==> config.mk <==
export PLATFORM = sky130hd
export DESIGN_NAME = swerv_trace_unpacker_flat
export DESIGN_NICKNAME = d
export VERILOG_FILES = /design/src/rtl/swerv_trace_unpacker_if.sv /design/src/rtl/swerv_trace_unpacker.sv /design/src/flat_wrapper.sv
export SDC_FILE = /design/constraint.sdc
export NUM_CORES = 1
export LEC_CHECK = 0
export ABC_AREA = 1
export CAP_MARGIN = 20
export CORE_MARGIN = 2
export CORE_UTILIZATION = 51
export DETAILED_ROUTE_END_ITERATION = 6
export PLACE_DENSITY = 0.73
export REMOVE_ABC_BUFFERS = 1
export SYNTH_ARGS = -nofsm -noshare
export SYNTH_HDL_FRONTEND = slang
export SYNTH_SLANG_ARGS = --single-unit
==> constraint.sdc <==
create_clock -name clk -period 29.9 [get_ports clk]
set_input_delay 8.97 -clock clk [delete_from_list [all_inputs] [get_ports clk]]
set_output_delay 8.97 -clock clk [all_outputs]
set_load 0.02 [all_outputs]
==> src/rtl/swerv_trace_unpacker_if.sv <==
// -----------------------------------------------------------------------------
// swerv_trace_unpacker_if
//
// Bundles the trace-packet input bus and the unpacked record stream of
// swerv_trace_unpacker.
//
// Modports:
//   slave  - the unpacker. It receives the trace packet and out_ready, and it
//            drives the record stream and the status outputs.
//   master - the environment. It drives the trace packet and out_ready, and it
//            observes the record stream and the status outputs.
//
// Signals:
//   trace_rv_i_*_ip   3-lane retire bundle; lane k occupies bit k or [32k+31:32k]
//   out_valid/ready   record handshake
//   out_lane..tval    one unpacked instruction record
//   fifo_level        occupied packet entries (0..DEPTH)
//   drop_cnt          saturating count of packets dropped on overflow
//   overflow          sticky drop flag
// -----------------------------------------------------------------------------
interface swerv_trace_unpacker_if #(
    parameter int DEPTH = 4,
    parameter int CNT_W = 8
);
    localparam int LVL_W = $clog2(DEPTH) + 1;

    logic [2:0]       trace_rv_i_valid_ip;
    logic [95:0]      trace_rv_i_insn_ip;
    logic [95:0]      trace_rv_i_address_ip;
    logic [2:0]       trace_rv_i_exception_ip;
    logic [4:0]       trace_rv_i_ecause_ip;
    logic [2:0]       trace_rv_i_interrupt_ip;
    logic [31:0]      trace_rv_i_tval_ip;

    logic             out_valid;
    logic             out_ready;
    logic [1:0]       out_lane;
    logic [31:0]      out_insn;
    logic [31:0]      out_addr;
    logic             out_exc;
    logic             out_intr;
    logic [4:0]       out_ecause;
    logic [31:0]      out_tval;

    logic [LVL_W-1:0] fifo_level;
    logic [CNT_W-1:0] drop_cnt;
    logic             overflow;

    modport slave (
        input  trace_rv_i_valid_ip, trace_rv_i_insn_ip, trace_rv_i_address_ip,
               trace_rv_i_exception_ip, trace_rv_i_ecause_ip,
               trace_rv_i_interrupt_ip, trace_rv_i_tval_ip, out_ready,
        output out_valid, out_lane, out_insn, out_addr, out_exc, out_intr,
               out_ecause, out_tval, fifo_level, drop_cnt, overflow
    );

    modport master (
        output trace_rv_i_valid_ip, trace_rv_i_insn_ip, trace_rv_i_address_ip,
               trace_rv_i_exception_ip, trace_rv_i_ecause_ip,
               trace_rv_i_interrupt_ip, trace_rv_i_tval_ip, out_ready,
        input  out_valid, out_lane, out_insn, out_addr, out_exc, out_intr,
               out_ecause, out_tval, fifo_level, drop_cnt, overflow
    );
endinterface

==> src/rtl/swerv_trace_unpacker.sv <==
// -----------------------------------------------------------------------------
// swerv_trace_unpacker
//
// Receives the per-cycle 3-lane instruction-trace packet and stores each
// packet that has any valid lane in a DEPTH-entry FIFO. It then emits the
// stored packets one valid lane per beat on a valid/ready stream. Packets
// leave in arrival order, and the lanes of each packet leave in ascending
// order. A packet that arrives while the FIFO is full is dropped, unless
// the head packet pops in the same cycle. Each drop increments drop_cnt,
// which saturates, and sets the sticky overflow flag.
//
// Ports:
//   clk   core clock
//   rst   synchronous, active-high reset
//   bus   swerv_trace_unpacker_if.slave (trace inputs, record stream, status)
//
// Configuration:
//   RV_TRACE_TVAL_EN - when defined, every entry stores the shared tval, and
//                      out_tval returns it on flagged records. When undefined,
//                      tval is not stored and out_tval is tied to 0.
// -----------------------------------------------------------------------------
module swerv_trace_unpacker #(
    parameter int DEPTH = 4,
    parameter int CNT_W = 8
) (
    input  logic                  clk,
    input  logic                  rst,
    swerv_trace_unpacker_if.slave bus
);
    localparam int               PTR_W    = $clog2(DEPTH);
    localparam int               LVL_W    = PTR_W + 1;
    localparam logic [LVL_W-1:0] FULL_LVL = LVL_W'(DEPTH);

    typedef struct packed {
        logic [2:0]       valid;
        logic [2:0][31:0] insn;
        logic [2:0][31:0] addr;
        logic [2:0]       exc;
        logic [2:0]       intr;
        logic [4:0]       ecause;
`ifdef RV_TRACE_TVAL_EN
        logic [31:0]      tval;
`endif
    } entry_t;

    entry_t           mem [DEPTH];
    logic [PTR_W-1:0] rd_ptr;
    logic [PTR_W-1:0] wr_ptr;
    logic [LVL_W-1:0] level;
    logic [1:0]       cursor;
    logic [CNT_W-1:0] drop_cnt;
    logic             overflow;

    entry_t     head;
    entry_t     new_entry;
    logic       empty, full, in_valid;
    logic       xfer, last, pop, push, drop;
    logic [1:0] lane, next_lane;
    logic [2:0] after_mask;
    logic       flagged;

    // Lanes at or above lane c.
    function automatic logic [2:0] ge_mask(input logic [1:0] c);
        case (c)
            2'd0:    return 3'b111;
            2'd1:    return 3'b110;
            2'd2:    return 3'b100;
            default: return 3'b000;
        endcase
    endfunction

    // Lowest set lane. The callers only use the result when the mask is non-zero.
    function automatic logic [1:0] lowest(input logic [2:0] m);
        if (m[0])      return 2'd0;
        else if (m[1]) return 2'd1;
        else           return 2'd2;
    endfunction

    // Packet capture.
    always_comb begin
        // NOTE: every combinational output gets a default first, so that no path
        // leaves a signal unassigned and infers a latch.
        new_entry        = '0;
        new_entry.valid  = bus.trace_rv_i_valid_ip;
        new_entry.insn   = bus.trace_rv_i_insn_ip;
        new_entry.addr   = bus.trace_rv_i_address_ip;
        new_entry.exc    = bus.trace_rv_i_exception_ip;
        new_entry.intr   = bus.trace_rv_i_interrupt_ip;
        new_entry.ecause = bus.trace_rv_i_ecause_ip;
`ifdef RV_TRACE_TVAL_EN
        new_entry.tval   = bus.trace_rv_i_tval_ip;
`endif
    end

`ifndef RV_TRACE_TVAL_EN
    logic unused_tval;
    assign unused_tval = ^bus.trace_rv_i_tval_ip;
`endif

    // Head selection and handshake. A stored entry always has at least one
    // valid lane. The cursor only ever rests on a valid lane, or on 0 for a
    // fresh head, so the selected lane is always valid.
    always_comb begin
        head       = mem[rd_ptr];
        empty      = (level == '0);
        full       = (level == FULL_LVL);
        in_valid   = |bus.trace_rv_i_valid_ip;
        lane       = lowest(head.valid & ge_mask(cursor));
        after_mask = head.valid & ge_mask(lane + 2'd1);
        next_lane  = lowest(after_mask);
        last       = (after_mask == 3'b000);
        xfer       = !empty && bus.out_ready;
        pop        = xfer && last;
        // A pop frees a slot in the same cycle, so a full FIFO still accepts
        // the incoming packet.
        push       = in_valid && (!full || pop);
        drop       = in_valid && full && !pop;
        flagged    = head.exc[lane] | head.intr[lane];
    end

    // Record stream. All outputs read 0 while the FIFO is empty.
    always_comb begin
        bus.out_valid  = !empty;
        bus.out_lane   = '0;
        bus.out_insn   = '0;
        bus.out_addr   = '0;
        bus.out_exc    = 1'b0;
        bus.out_intr   = 1'b0;
        bus.out_ecause = '0;
        bus.out_tval   = '0;
        if (!empty) begin
            bus.out_lane = lane;
            bus.out_insn = head.insn[lane];
            bus.out_addr = head.addr[lane];
            bus.out_exc  = head.exc[lane];
            bus.out_intr = head.intr[lane];
            if (flagged) begin
                bus.out_ecause = head.ecause;
`ifdef RV_TRACE_TVAL_EN
                bus.out_tval   = head.tval;
`endif
            end
        end
    end

    assign bus.fifo_level = level;
    assign bus.drop_cnt   = drop_cnt;
    assign bus.overflow   = overflow;

    // Control state.
    always_ff @(posedge clk) begin
        // NOTE: all state uses non-blocking assignment, so every register
        // samples the values that held before the clock edge.
        if (rst) begin
            rd_ptr   <= '0;
            wr_ptr   <= '0;
            level    <= '0;
            cursor   <= '0;
            drop_cnt <= '0;
            overflow <= 1'b0;
        end else begin
            if (push) wr_ptr <= wr_ptr + 1'b1;
            if (pop)  rd_ptr <= rd_ptr + 1'b1;
            case ({push, pop})
                2'b10:   level <= level + 1'b1;
                2'b01:   level <= level - 1'b1;
                default: level <= level;
            endcase
            if (xfer) cursor <= last ? 2'd0 : next_lane;
            if (drop) begin
                overflow <= 1'b1;
                if (drop_cnt != '1) drop_cnt <= drop_cnt + 1'b1;
            end
        end
    end

    // Packet storage.
    // NOTE: the storage array has no reset. An entry is only observed when
    // level counts it, and level always resets.
    always_ff @(posedge clk) begin
        if (push) mem[wr_ptr] <= new_entry;
    end
endmodule
==> src/flat_wrapper.sv <==
// flat-port wrapper written by rule: the top's interface ports become plain ports
module swerv_trace_unpacker_flat 
#(
    parameter int DEPTH = 4,
    parameter int CNT_W = 8
)
  (clk, rst, bus_trace_rv_i_valid_ip, bus_trace_rv_i_insn_ip, bus_trace_rv_i_address_ip, bus_trace_rv_i_exception_ip, bus_trace_rv_i_ecause_ip, bus_trace_rv_i_interrupt_ip, bus_trace_rv_i_tval_ip, bus_out_ready, bus_out_valid, bus_out_lane, bus_out_insn, bus_out_addr, bus_out_exc, bus_out_intr, bus_out_ecause, bus_out_tval, bus_fifo_level, bus_drop_cnt, bus_overflow);
  swerv_trace_unpacker_if #(.DEPTH(DEPTH), .CNT_W(CNT_W)) bus_i ();
  input  logic clk;
  input  logic rst;
  input wire logic [$bits(bus_i.trace_rv_i_valid_ip)-1:0] bus_trace_rv_i_valid_ip;
  input wire logic [$bits(bus_i.trace_rv_i_insn_ip)-1:0] bus_trace_rv_i_insn_ip;
  input wire logic [$bits(bus_i.trace_rv_i_address_ip)-1:0] bus_trace_rv_i_address_ip;
  input wire logic [$bits(bus_i.trace_rv_i_exception_ip)-1:0] bus_trace_rv_i_exception_ip;
  input wire logic [$bits(bus_i.trace_rv_i_ecause_ip)-1:0] bus_trace_rv_i_ecause_ip;
  input wire logic [$bits(bus_i.trace_rv_i_interrupt_ip)-1:0] bus_trace_rv_i_interrupt_ip;
  input wire logic [$bits(bus_i.trace_rv_i_tval_ip)-1:0] bus_trace_rv_i_tval_ip;
  input wire logic [$bits(bus_i.out_ready)-1:0] bus_out_ready;
  output wire logic [$bits(bus_i.out_valid)-1:0] bus_out_valid;
  output wire logic [$bits(bus_i.out_lane)-1:0] bus_out_lane;
  output wire logic [$bits(bus_i.out_insn)-1:0] bus_out_insn;
  output wire logic [$bits(bus_i.out_addr)-1:0] bus_out_addr;
  output wire logic [$bits(bus_i.out_exc)-1:0] bus_out_exc;
  output wire logic [$bits(bus_i.out_intr)-1:0] bus_out_intr;
  output wire logic [$bits(bus_i.out_ecause)-1:0] bus_out_ecause;
  output wire logic [$bits(bus_i.out_tval)-1:0] bus_out_tval;
  output wire logic [$bits(bus_i.fifo_level)-1:0] bus_fifo_level;
  output wire logic [$bits(bus_i.drop_cnt)-1:0] bus_drop_cnt;
  output wire logic [$bits(bus_i.overflow)-1:0] bus_overflow;
  assign bus_i.trace_rv_i_valid_ip = bus_trace_rv_i_valid_ip;
  assign bus_i.trace_rv_i_insn_ip = bus_trace_rv_i_insn_ip;
  assign bus_i.trace_rv_i_address_ip = bus_trace_rv_i_address_ip;
  assign bus_i.trace_rv_i_exception_ip = bus_trace_rv_i_exception_ip;
  assign bus_i.trace_rv_i_ecause_ip = bus_trace_rv_i_ecause_ip;
  assign bus_i.trace_rv_i_interrupt_ip = bus_trace_rv_i_interrupt_ip;
  assign bus_i.trace_rv_i_tval_ip = bus_trace_rv_i_tval_ip;
  assign bus_i.out_ready = bus_out_ready;
  assign bus_out_valid = bus_i.out_valid;
  assign bus_out_lane = bus_i.out_lane;
  assign bus_out_insn = bus_i.out_insn;
  assign bus_out_addr = bus_i.out_addr;
  assign bus_out_exc = bus_i.out_exc;
  assign bus_out_intr = bus_i.out_intr;
  assign bus_out_ecause = bus_i.out_ecause;
  assign bus_out_tval = bus_i.out_tval;
  assign bus_fifo_level = bus_i.fifo_level;
  assign bus_drop_cnt = bus_i.drop_cnt;
  assign bus_overflow = bus_i.overflow;
  swerv_trace_unpacker #(.DEPTH(DEPTH), .CNT_W(CNT_W)) u_core (.clk(clk), .rst(rst), .bus(bus_i));
endmodule
==> results of run 1 <==
layer usage:
metal | global-route usage, % | share of wire, %
met4 | 8.25 | 2.5
met2 | 39.5 | 50
met1 | 30.0 | 40
met5 | 0 | 0.15
met3 | 4.65 | 7.5
power breakdown:
part	leakage [uW]	switching [uW]	internal (uW)	total (uW)
Clock	0.00128	427	578	1010
Sequential	0.00785	63.7	1550	1610
Combinational	0.00444	919	435	1350
Total	0.0136	1410	2560	3970
kinds of logic after synthesis:
group / after synthesis / synth area share [%]
and+or+nand+nor: 797 / 9.76
xor gates and xnor gates: 6 / 0.157
AOI/OAI and AO/OA: 647 / 10.7
other: 1 / 0.0112
buffers and inverters: 243 / 3.93
adders and majority gates: 8 / 0.321
DFF: 844 / 75.1
area by class of cell:
cell class	count	area, um^2
Fill cell	4885	25200
Clock inverter	43	340
Clock buffer	107	2270
Timing Repair Buffer	320	3230
Multi-Input combinational cell	1490	7180
Sequential cell	844	25200
Inverter	45	186
Antenna cell	15	37.5
Tap cell	855	1070
flip-flops by register name, summed over array words and instances (netlist names), named ones only:
register	cells
u_core.mem	824
u_core.cursor	2
u_core.bus.drop_cnt	8
u_core.bus.overflow	1
u_core.rd_ptr	2
u_core.wr_ptr	2
u_core.bus.fifo_level	3
through the flow:
| step | power (uW) | setup slack (ps) | cells | area, um^2 | hold slack [ps] |
|---|---|---|---|---|---|
| after floorplan | 2490 | 6640 | 2379 | 32500 | 438 |
| after global placement | 2940 | 15610 | 3552 | 36800 | 453 |
| after detailed placement | 2980 | 15580 | 3552 | 36800 | 460 |
| after CTS | 3990 | 14870 | 3702 | 39400 | 469 |
| after global routing | 4160 | 14610 | 3712 | 39400 | 487 |
| final | 3970 | 14990 | 3719 | 39500 | 474 |
worst max-delay path, delay by kind of cell (launching register included):
kind                   cells  cell delay, ps
and+or+nand+nor            4            1110
AOI/OAI and AO/OA          1             180
DFF                        1             830
buffers and inverters      5            3050
cell usage in the layout (no fill, tap or decap), drive strengths merged, types with 7 or more instances in the layout:
master / Yosys / final
dfxtp: 20 / 20
inv: 45 / 48
o221ai: 12 / 12
edfxtp: 824 / 824
conb: 1 / 32
o21ai: 320 / 320
a21oi: 156 / 156
a22oi: 31 / 31
clkinv: 0 / 35
buf: 136 / 26
nand4: 7 / 7
nand3: 83 / 83
ha: 7 / 7
nor2: 379 / 379
a31oi: 19 / 19
clkbuf: 62 / 107
nand2: 309 / 309
clkdlybuf4s50: 0 / 294
a32o: 18 / 18
o22ai: 90 / 90
nor4: 15 / 15
diode: 0 / 15
final timing paths:
kind                            slack [ps]                             to  cells after the start                           from
worst max-delay path                 14990               bus_out_insn[21]                     10                      flip-flop
worst min register to register         470  u_core.cursor[0]$_SDFFE_PP0P_                      2  u_core.cursor[0]$_SDFFE_PP0P_
worst max register to register       21730    u_core.mem[1][96]$_DFFE_PP_                     17                      flip-flop
worst min-delay path                   470  u_core.cursor[0]$_SDFFE_PP0P_                      2  u_core.cursor[0]$_SDFFE_PP0P_
==> summary.md, run 1 <==
| Metric | Value |
|---|---|
| Post-layout util | `approximately three fifths` |
| Core area | `64700 um^2` |
| Max Clk Rate | `67.1 MHz` |
| Htree depth | `3` |
| Outcome | `finished, violations left` |
| Die extent in y | `approximately 260 um` |
| Final setup fails | `0` |
| Failing checks | `DRC` |
| Seq cells post-synth | `844` |
| Global route overflow | `0` |
| Tcrit/Tclk final | `49.9%` |
| CP max stage delay | `approximately 830 ps` |
| Mean Syn Cell Area | `approximately 13 um^2` |
| Worst-path fanout max | `190` |
| Clk_skew | `18.7 ps` |
| Actual slew at the worst max-slew pin | `1160 ps` |
| Area Growth Syn to Fin | `17.9%` |
| Ports | `359` |
| Placer congestion estimate | `0.791` |
| DRT iter0 DRCs | `2286` |
| Mapped Cells | `about 2.5k` |
| Worst-Skew Late Latency | `620 ps` |
| Dominant cell type by area after synthesis | `edfxtp_1` |
| Count leader, synth | `edfxtp_1` |
| PD cells | `roughly 100 nW/um^2` |
| DP HPWL | `between 40000 and 50000 um` |
| Root Buffer | `clkbuf_16` |
| Pin count of the biggest net entering global routing | `about 190` |
| PortBufs | `slightly below 300` |
| Clock slew seen by the registers of the worst setup and hold paths | `approximately 60 ps` |
| Hold_buf cts | `0` |
| Pleak | `0.0136 uW` |
| Distinct cell type count after synthesis | `37` |
| Setup CP Type | `flip-flop to primary output` |
| Peak supply drop | `approximately 0.000094 V` |
| Most used DFF post-synth | `edfxtp_1` |
| Cell area after synthesis | `roughly 33000 um^2` |
| CTS tree | `yes` |
| Crit path DAT | `5940 ps` |
| Drt total wl | `80900 um` |
| Routed via count | `between 20k and 25k` |
| Worst EP required | `20930 ps` |
| CP cell instances | `clkinv_8 -> nand2_1 -> nand3_2 -> nand3_4 -> buf_4 -> nand2_2 -> buf_4 -> inv_2 -> a21oi_1 -> clkdlybuf4s50_1` |
| Final Hold Viols | `0` |
| Antenna-violating nets left | `0` |
| CTS resizes | `0` |
| CTS max path bufs | `3` |
| Die Wd | `260 um` |
| Avg WL per Cell | `21.7 um` |
| Die area | `a little under 70000 um^2` |
| Largest cells by area after synthesis | `edfxtp_1 74%, nor2_1 4.2%, o21ai_0 4.2%` |
| Top-area cell type share of the netlist area | `between 70 and 80%` |
| Initial core utilization | `around half` |
| Post-layout min period | `approximately 15000 ps` |
| GRT Total Usage | `23.3%` |
| Wire length of the first global-routing pass | `121000 um` |
| Most used cell, CP | `buf_4` |
| Setup_tns | `0 ps` |
| RSZ-0062 raised after global routing | `false` |
| Slowest cell on crit path | `dfxtp_4` |
| Number of synthesized flops with an enable pin | `824` |
| CP endpoint kind | `primary output` |
| Post-synth ARST share | `0%` |
| Synth warn | `0` |
| Number of clock sinks | `~840` |
| TritonCTS Buffers | `84` |
| Seq/Total Area, Yosys | `about three quarters` |
| Max_cap viols | `0` |
| Antenna violations before repair | `18` |
| FP Rows | `93` |
| Via density per instance | `5.79` |
| DRC viols | `1` |
| Top cells by count, synth | `824 x edfxtp_1, 379 x nor2_1, 306 x nand2_1` |
| Hold Path Class | `flip-flop to flip-flop` |
| Share of layout cells above drive strength 1 | `6.00%` |
| Slew Viols, Final | `0` |
| Startpoint type of the worst setup path | `flip-flop` |
| Vias in the first global route | `roughly 21k` |
| Slew margin rel. | `between 20% and 30%` |
| Iteration count of the initial detailed-routing pass | `7` |
| Final #Nets | `roughly 3.0k` |
| Setup bufs post-CTS | `0` |
Power figures use the tool's default switching activity.
==> run 2: changes to the inputs <==
--- a/config.mk
+++ b/config.mk
@@ -10,7 +10,7 @@
 export CORE_MARGIN = 2
 export CORE_UTILIZATION = 51
 export DETAILED_ROUTE_END_ITERATION = 6
-export PLACE_DENSITY = 0.73
+export PLACE_DENSITY = 0.76
 export REMOVE_ABC_BUFFERS = 1
 export SYNTH_ARGS = -nofsm -noshare
 export SYNTH_HDL_FRONTEND = slang
==> constraint.sdc (replaced) <==
create_clock -name clk -period 13 [get_ports clk]
set_input_delay 3.9 -clock clk [delete_from_list [all_inputs] [get_ports clk]]
set_output_delay 3.9 -clock clk [all_outputs]
set_load 0.02 [all_outputs]
==> run 2 against run 1 <==
  * The run now ends clean
  * Sequential share of layout area is 0.24 points lower
  * Largest power group unchanged
  * Register-to-register slack worse by 16000 ps
  * Clock power up 140%
  * Final cell count barely moved
  * Core utilization increased by 0.23 points
  * Count of clock-buffer cells in the layout rose by 8
  * Power increased by 130%
  * Non-clock buffer count is the same
  * Global-route usage decreased by 0.54 points
  * Critical path depth fell by 1
==> summary.md, run 2 (synthesis results as in run 1) <==
| Metric | Value |
|---|---|
| Die extent in y | `260 um` |
| Pin count of the biggest net entering global routing | `228` |
| CP cell instances | `buf_4 -> nand2_1 -> nand3_2 -> nand3_4 -> nand2_4 -> buf_4 -> nor2_1 -> nor4_1 -> clkdlybuf4s50_1` |
| CTS max path bufs | `3` |
| Logic gate share of total power | `33.7%` |
| Area Growth Syn to Fin | `18.3%` |
| Delay-heaviest family, CP | `buffers and inverters` |
| DP HPWL | `41000 um` |
| Worst hold stages | `2` |
| Root Buffer | `clkbuf_16` |
| Antenna violations before repair | `14` |
| Placer congestion estimate | `between 0.7 and 0.8` |
| DRT iter0 DRCs | `approximately 1.9k` |
| Number of clock sinks | `844` |
| Startpoint type of the worst setup path | `flip-flop` |
| Die Wd | `260 um` |
| Slowest cell on crit path | `buf_4` |
| Ports | `359` |
| Power Internal | `approximately 6000 uW` |
| Max_cap viols | `0` |
| Post-layout min period | `9110 ps` |
| Max Clk Rate | `110 MHz` |
| Final setup fails | `0` |
| DRC viols | `0` |
| Setup slack, reg-to-reg | `5990 ps` |
| CTS tree | `yes` |
| Hold Crit Start | `u_core.cursor[0]$_SDFFE_PP0P_` |
| CP endpoint kind | `primary output` |
| GRT Total Usage | `a little under a quarter` |
| RSZ-0062 raised after global routing | `false` |
| R2R depth | `17` |
| Routed via count | `21.5k` |
| DP Cell Count | `~3.6k` |
| Hold worst-path end | `u_core.cursor[0]$_SDFFE_PP0P_` |
| Commonest non-fill, non-tap cell in the layout | `edfxtp_1` |
| Non-filler cells in the finished layout | `3717` |
| Clock slew seen by the registers of the worst setup and hold paths | `60 ps` |
| Most used cell, CP | `buf_4` |
| Tcrit/Tclk final | `70.1%` |
| Die area | `between 60000 and 70000 um^2` |
| Share of layout cells above drive strength 1 | `under 10%` |
| PD cells | `233 nW/um^2` |
| Outcome | `complete, no violations` |
| Clk_skew | `between 15 and 20 ps` |
| Final #Nets | `3036` |
| Most frequent cells in the layout | `824 x edfxtp_1, 375 x nor2_1, 306 x nand2_1, 294 x clkdlybuf4s50_1, 281 x o21ai_0` |
| Setup CP Type | `flip-flop to primary output` |
| Vias in the first global route | `around 22k` |
| Finished Cell Area | `a little under 40000 um^2` |
| Worst EP required | `9100 ps` |
| PortBufs | `around 290` |
| Core area | `64700 um^2` |
| Global route overflow | `0` |
| Filler instances | `4797` |
| Actual slew at the worst max-slew pin | `between 1000 and 1500 ps` |
| Avg WL per Cell | `~21 um` |
| Peak supply drop | `0.000171 V` |
| Slew Viols, Final | `0` |
| Antenna-violating nets left | `0` |
| Hold_buf cts | `0` |
| Final Hold Viols | `0` |
| Setup bufs post-CTS | `0` |
| Post-route setup slack | `3890 ps` |
| TritonCTS Buffers | `86` |
| Pleak | `0.0137 uW` |
| Most flop-heavy register | `u_core.mem` |
| Drt total wl | `~80000 um` |
| Initial core utilization | `51.8%` |
| Via density per instance | `5.79` |
| Clk network pwr share | `about a quarter` |
| Sequential power share | `40.0%` |
| Placed instance area | `36800 um^2` |
| Iteration count of the initial detailed-routing pass | `5` |
| Worst-path fanout max | `between 90 and 100` |
| DP Worst Slack | `4510 ps` |
| FP Rows | `93` |
| Htree depth | `3` |
| Sw frac | `35.1%` |
| CP max stage delay | `790 ps` |
| Crit path DAT | `5210 ps` |
| CTS resizes | `0` |
| Switching pwr | `3230 uW` |
| Wire length of the first global-routing pass | `between 100000 and 150000 um` |
| Worst Path Buf+Inv | `3` |
| Worst-Skew Late Latency | `620 ps` |
| Slew margin rel. | `23.8%` |
| Hold Path Class | `flip-flop to flip-flop` |
| R2R Path End | `u_core.mem[0][171]$_DFFE_PP_` |
| Max reg flops | `824` |
==> run 2: layout make-up <==
class | instances | area [um^2] | area share [%]
antenna | 3 | 7.51 | 0.0190
clock inverter | 45 | 394 | 0.995
tap | 855 | 1070 | 2.70
clock buffer | 115 | 2410 | 6.10
inverter | 45 | 186 | 0.471
multi-input combinational | 1490 | 7180 | 18.1
timing repair buffer | 320 | 3210 | 8.10
sequential | 844 | 25200 | 63.5
==> run 2: worst min-delay path: stages, from the launching register on <==
cell     delay (ps)
dfxtp_1         310
nand2_1          60
a21oi_1          60
==> run 2: worst max-delay path by stage <==
stage,from,to,slack (ps),cells past startpoint
finish,flip-flop,bus_out_addr[31],3890,9
global route,flip-flop,bus_out_addr[1],3640,9
CTS,flip-flop,bus_out_addr[31],3820,9
detailed placement,flip-flop,bus_out_addr[31],4510,9
global placement,flip-flop,bus_out_insn[3],4570,9
floorplan,flip-flop,u_core.mem[0][0]$_DFFE_PP_,-10260,14
==> run 2: metal layers <==
metal | global-route usage, % | wire length, um
met5 | 0 | 149
met4 | 8.02 | 1920
met3 | 4.71 | 6640
met2 | 39.5 | 39700
met1 | 28.4 | 30500
==> run 2: power groups by stage <==
stage / Sequential (uW) / Clock (uW) / Combinational (uW)
2_1_floorplan: 3980 / 0 / 1740
3_3_place_gp: 3710 / 0 / 3020
3_5_place_dp: 3740 / 0 / 3100
4_1_cts: 3690 / 2460 / 3120
5_1_grt: 3720 / 2560 / 3360
6_report: 3690 / 2420 / 3110
==> run 2: metrics by stage <==
step / setup TNS [ps] / hold WS, ps / utilization (%) / total power (uW)
global placement: 0 / 452 / 56.8 / 6740
global route: 0 / 509 / 61.2 / 9640
finish: 0 / 479 / 61.2 / 9210
CTS: 0 / 479 / 61.2 / 9260
detailed placement: 0 / 470 / 56.8 / 6840
floorplan: -8785100 / 438 / - / 5720
